**src/rtl/qar_icache_sa.sv**
```systemverilog
// Set-associative instruction cache between the QAR fetch stage and the external
// instruction bus: multi-word refill, per-set round-robin victim, fence.i invalidate.
module qar_icache_sa #(
    parameter int SETS       = 8,
    parameter int WAYS       = 2,
    parameter int LINE_WORDS = 4,
    parameter int CNT_WIDTH  = 32
) (
    input  logic                 clk,
    input  logic                 rst,
    input  logic                 fetch_valid,
    input  logic [31:0]          fetch_addr,
    output logic                 fetch_ready,
    output logic                 fetch_rvalid,
    output logic [31:0]          fetch_rdata,
    input  logic                 invalidate,
    output logic                 imem_valid,
    output logic [31:0]          imem_addr,
    input  logic                 imem_ready,
    input  logic [31:0]          imem_rdata,
    output logic                 busy,
    output logic [CNT_WIDTH-1:0] hit_count,
    output logic [CNT_WIDTH-1:0] miss_count,
    output logic [CNT_WIDTH-1:0] refill_words
);
    localparam int OFF_BITS = $clog2(LINE_WORDS);
    localparam int OFF_W    = (OFF_BITS > 0) ? OFF_BITS : 1;
    localparam int IDX_W    = $clog2(SETS);
    localparam int WAY_W    = (WAYS > 1) ? $clog2(WAYS) : 1;
    localparam int TAG_W    = 30 - OFF_BITS - IDX_W;

    typedef enum logic [1:0] {IDLE, LOOKUP, REFILL, FILL_DONE} state_t;

    logic [31:0]      data_q   [SETS][WAYS][LINE_WORDS];
    logic [TAG_W-1:0] tag_q    [SETS][WAYS];
    logic [WAYS-1:0]  valid_q  [SETS];
    logic [WAY_W-1:0] victim_q [SETS];

    state_t           state;
    logic [29:0]      waddr_q;
    logic [WAY_W-1:0] way_q;
    logic [OFF_W-1:0] cnt_q;
    logic             inv_pend;

    logic [OFF_W-1:0] off;
    logic [IDX_W-1:0] idx;
    logic [TAG_W-1:0] tag;
    logic [31:0]      line_base;
    logic             hit;
    logic [WAY_W-1:0] hit_way;
    logic             beat;
    logic             last_beat;

    wire unused_byte_bits = ^fetch_addr[1:0];

    // With LINE_WORDS == 1 the mask forces the word offset to zero.
    assign off       = waddr_q[OFF_W-1:0] & OFF_W'(LINE_WORDS - 1);
    assign idx       = waddr_q[OFF_BITS +: IDX_W];
    assign tag       = waddr_q[29 -: TAG_W];
    assign line_base = {waddr_q & ~30'(LINE_WORDS - 1), 2'b00};

    assign fetch_ready = (state == IDLE) && !invalidate && !rst;
    assign busy        = (state != IDLE);
    assign beat        = (state == REFILL) && imem_ready;
    assign last_beat   = beat && (cnt_q == OFF_W'(LINE_WORDS - 1));

    always_comb begin
        hit     = 1'b0;
        hit_way = '0;
        for (int w = 0; w < WAYS; w++) begin
            if (valid_q[idx][w] && tag_q[idx][w] == tag) begin
                hit     = 1'b1;
                hit_way = WAY_W'(w);
            end
        end
    end

    // Line storage needs no reset: nothing reads it until a valid bit is set.
    always_ff @(posedge clk) begin
        if (beat) begin
            data_q[idx][way_q][cnt_q] <= imem_rdata;
            if (last_beat)
                tag_q[idx][way_q] <= tag;
        end
    end

    always_ff @(posedge clk or posedge rst) begin
        if (rst) begin
            state        <= IDLE;
            waddr_q      <= '0;
            way_q        <= '0;
            cnt_q        <= '0;
            inv_pend     <= 1'b0;
            fetch_rvalid <= 1'b0;
            fetch_rdata  <= '0;
            imem_valid   <= 1'b0;
            imem_addr    <= '0;
            hit_count    <= '0;
            miss_count   <= '0;
            refill_words <= '0;
            for (int s = 0; s < SETS; s++) begin
                valid_q[s]  <= '0;
                victim_q[s] <= '0;
            end
        end else begin
            fetch_rvalid <= 1'b0;
            if (invalidate)
                for (int s = 0; s < SETS; s++)
                    valid_q[s] <= '0;

            case (state)
                IDLE: begin
                    if (fetch_valid && fetch_ready) begin
                        waddr_q <= fetch_addr[31:2];
                        state   <= LOOKUP;
                    end
                end
                LOOKUP: begin
                    if (hit) begin
                        fetch_rvalid <= 1'b1;
                        fetch_rdata  <= data_q[idx][hit_way][off];
                        hit_count    <= hit_count + CNT_WIDTH'(1);
                        state        <= IDLE;
                    end else begin
                        miss_count <= miss_count + CNT_WIDTH'(1);
                        way_q      <= victim_q[idx];
                        cnt_q      <= '0;
                        imem_valid <= 1'b1;
                        imem_addr  <= line_base;
                        state      <= REFILL;
                    end
                end
                REFILL: begin
                    if (invalidate)
                        inv_pend <= 1'b1;
                    if (beat) begin
                        refill_words <= refill_words + CNT_WIDTH'(1);
                        cnt_q        <= cnt_q + OFF_W'(1);
                        if (!last_beat)
                            imem_addr <= line_base | (32'(cnt_q + OFF_W'(1)) << 2);
                    end
                    if (last_beat) begin
                        imem_valid <= 1'b0;
                        // A fence.i seen at any point of the refill keeps the line invalid.
                        if (!inv_pend && !invalidate)
                            valid_q[idx][way_q] <= 1'b1;
                        if (WAYS > 1)
                            victim_q[idx] <= victim_q[idx] + WAY_W'(1);
                        fetch_rvalid <= 1'b1;
                        fetch_rdata  <= (off == cnt_q) ? imem_rdata : data_q[idx][way_q][off];
                        state        <= FILL_DONE;
                    end
                end
                FILL_DONE: begin
                    inv_pend <= 1'b0;
                    state    <= IDLE;
                end
                default: state <= IDLE;
            endcase
        end
    end
endmodule
```
**config.mk**
```make
export PLATFORM = sky130hd
export DESIGN_NAME = qar_icache_sa
export DESIGN_NICKNAME = d
export VERILOG_FILES = /design/src/rtl/qar_icache_sa.sv
export SDC_FILE = /design/constraint.sdc
export NUM_CORES = 2
export LEC_CHECK = 0
export CORE_MARGIN = 5
export CORE_UTILIZATION = 44
export DETAILED_ROUTE_END_ITERATION = 8
export PLACE_DENSITY = 0.64
export SLEW_MARGIN = 20
export SYNTH_ARGS = -nofsm -noshare
export SYNTH_HDL_FRONTEND = slang
export SYNTH_SLANG_ARGS = --single-unit
```
**constraint.sdc**
```tcl
create_clock -name clk -period 9.2 [get_ports clk]
set_input_delay 0.92 -clock clk [delete_from_list [all_inputs] [get_ports clk]]
set_output_delay 0.92 -clock clk [all_outputs]
set_load 0.01 [all_outputs]
```
==> run_results.csv <==
group,metric,value,unit
run_status,outcome,"finished, final reports clean",
clock_tree,clkTransAtPathRegs,0.06,ns
synthesis,yosys.area.top_type,"edfxtp_1",
synthesis,synth_top_area_share,71.0,%
place,routabilityCongestion,0.892,
clock_tree,cts_tree,"yes",
drt,vias,61800,
drt,drtPass1Iterations,6,
setup_path,rr_endpoint,"hit_count[17]",
synthesis,synthTopCellsByCount,"edfxtp_1, a22oi_1, nor2_1, mux2i_1, dfrtp_1",
sta,fmax,163,MHz
synthesis,syn_area,0.104,mm²
setup_path,r2r_slack,3.05,ns
clock_tree,clockRootBuffer,"clkbuf_16",
global_routing,grt_pass1_wl,441000,µm
setup_path,crit_path_max_incr_delay,0.93,ns
drt,drc_errors,0,
drt,wl_per_cell,32.1,µm
setup_path,path_cells,"buf_4, mux2i_1, o22ai_1, or4_1, a2111oi_0, and4_1, and4_4, o21ai_1, nor2_1, nand3_1, xnor2_1",
sta,slew_violations,0,
drt,routed.top_layer,"met5",
sta,hold_ws,0.467,ns
clock_tree,cts_max_level,5,
final_layout,drive_gt1_share,14.6,%
setup_path,end_kind,"register",
global_routing,antenna_found_initial,5,
drt,met1_length,120000,µm
synthesis,ys.flop_type,"edfxtp_1",
synthesis,syn-mean-instance-area,17.0,µm²
clock_tree,clockBufferDepth,4,
floorplan,die_w,495,µm
synthesis,async_flop_share,8.25,%
clock_tree,clk_latency,0.94,ns
synthesis,synthMostInstantiatedCell,"edfxtp_1",
setup_path,cp.arrival,6.91,ns
synthesis,postSynthCellCount,6086,
sta,hold_viol,0,
power,power.leakage,0.0380,µW
global_routing,grt_max_degree,135,
power,finalPower,35800,µW
clock_tree,post_cts_resized,0,
flow_run,cap_violations,0,
clock_tree,hold_buffers,0,
sta,min_period,6.15,ns
floorplan,start_util,44.1,%
clock_tree,cts_made_buffers,281,
drt,wl_met3,36200,µm
synthesis,synth_seq_cells,2668,
setup_path,worst-path-buf-inv,1,
floorplan,rows,178,
drt,finalWirelength,313000,µm
setup_path,critical_path_peak_fanout,46,
synthesis,synth_warnings,0,
drt,drtIter0Drc,8254,
worst_hold_path,min_from,"imem_rdata[2]",
drt,wl_met2,143000,µm
power,p_per_area,302,mW/mm²
global_routing,first_global_vias,59700,
floorplan,core,0.235,mm²
synthesis,synth_edf_count,2448,
floorplan,fp.dieArea,0.245,mm²
synthesis,synth.area.top_cells,"edfxtp_1, a22oi_1, dfrtp_1",
global_routing,grtUsageTotal,25.0,%
floorplan,dieHeight,495,µm
place,detailedPlacementHpwl,169000,µm
place,port_buffers,228,
setup_path,crit_required,9.95,ns
worst_hold_path,min_path_type,"input pin to register",
floorplan,pin_count,233,
setup_path,worstReg2RegStart,"waddr_q[2]",
setup_path,crit_slowest_cell,"dfrtp_4",
synthesis,yosysSeqAreaShare,76.3,%
final_layout,fin_nets,6478,
sta,tightestPinTransition,1.23,ns
sta,setup_tns,0,ns
setup_path,critPathTopFamily,"simple AND/OR/NAND/NOR gates",
final_layout,area_growth,14.5,%
power,peakVddDrop,265,µV
worst_hold_path,hold-path-cell-count,1,
worst_hold_path,hold_end,"data_q[3][2]",
setup_path,path_class,"register to register",
setup_path,reg2reg_depth,11,
sta,period_share,66.9,%
sta,rsz0062_at_grt,"no",
sta,setup_viol,0,
global_routing,grt-ovfl-total,0,
clock_tree,cts_setup_buffers,0,
clock_tree,cts.sinks,2668,
synthesis,synth.distinct_cells,85,
sta,fin_skew,0.0714,ns
sta,relSlewSlack,17.3,%
setup_path,start_kind,"register",
drt,via_per_inst,6.33,
drt,drtAntennaViolNets,0,
metal layers:
layer,GRT usage [%],vias to the layer above
met4,9.57,6
li1,-,25300
met2,38.8,3953
met1,34.8,31800
met3,5.44,688
met5,0,-
sequential cells by signal, summed over array words and instances (netlist names), named ones only:
signal / count
hit_count: 32
data_q: 2048
waddr_q: 30
tag_q: 400
imem_valid: 1
miss_count: 32
fetch_rvalid: 1
inv_pend: 1
way_q: 1
valid_q: 16
victim_q: 8
cnt_q: 2
imem_addr: 30
fetch_rdata: 32
refill_words: 32
state: 1
area by class of cell:
class                      count  area, µm²
clock inverter               120        877
inverter                      43        174
sequential                  2668      79000
multi-input combinational   2976      23100
antenna                        4       10.0
fill                       19100     116000
clock buffer                 360       7550
tap                         3150       3940
timing repair buffer         428       3830
kinds of logic (layout without fill, tap and decap cells):
| logic type | count (synthesis) | in the layout | share of synthesized area (%) |
|---|---|---|---|
| flip-flops | 2668 | 2668 | 76.3 |
| AO/OA/AOI/OAI | 1379 | 1379 | 9.69 |
| AND/OR/NAND/NOR | 961 | 961 | 4.61 |
| multiplexers | 487 | 487 | 6.08 |
| buffers and inverters | 443 | 951 | 2.02 |
| XOR/XNOR | 136 | 136 | 1.15 |
| adder cells (fa/ha/maj) | 11 | 11 | 0.133 |
| other | 1 | 6 | 0.00362 |
power by group:
group / switching, µW / internal (µW)
Clock: 4520 / 6080
Combinational: 7150 / 3670
Sequential: 606 / 13800
Total: 12300 / 23500
cells in the final DEF, fill, tap and decap left out, drive strengths merged, types with 28 or more instances in the layout:
master | Yosys | layout
buf | 252 | 232
a22oi | 771 | 771
xnor2 | 85 | 85
nor3 | 46 | 46
and4 | 50 | 50
mux4 | 101 | 101
o21ai | 134 | 134
inv | 42 | 46
nand3 | 60 | 60
edfxtp | 2448 | 2448
nand2 | 215 | 215
and3 | 28 | 28
clkinv | 1 | 100
clkbuf | 148 | 360
a21oi | 129 | 129
a221oi | 71 | 71
o211ai | 28 | 28
xor2 | 51 | 51
nor2 | 320 | 320
mux2i | 265 | 265
dfrtp | 220 | 220
nand4 | 165 | 165
mux2 | 121 | 121
clkdlybuf4s50 | 0 | 196
a221o | 30 | 30
how the worst max path moves through the flow:
stage	startpoint	slack (ns)	cells past startpoint	end
2_1_floorplan	rst	2.26	1	asynchronous set/reset pin
3_3_place_gp	waddr_q[2]	3.27	11	hit_count[29]
3_5_place_dp	waddr_q[2]	3.17	11	hit_count[29]
4_1_cts	waddr_q[2]	3.09	11	hit_count[27]
5_1_grt	waddr_q[2]	2.72	11	hit_count[27]
6_report	waddr_q[2]	3.05	11	hit_count[17]
through the flow:
stage | utilization (%) | area (µm²) | setup slack [ns] | instances
2_1_floorplan | - | 104000 | 2.26 | 6087
3_3_place_gp | 46.9 | 110000 | 3.27 | 9263
3_5_place_dp | 46.9 | 110000 | 3.17 | 9263
4_1_cts | 50.5 | 118000 | 3.09 | 9743
5_1_grt | 50.5 | 119000 | 2.72 | 9745
6_report | 50.5 | 119000 | 3.05 | 9749
Power figures use the tool's default switching activity.
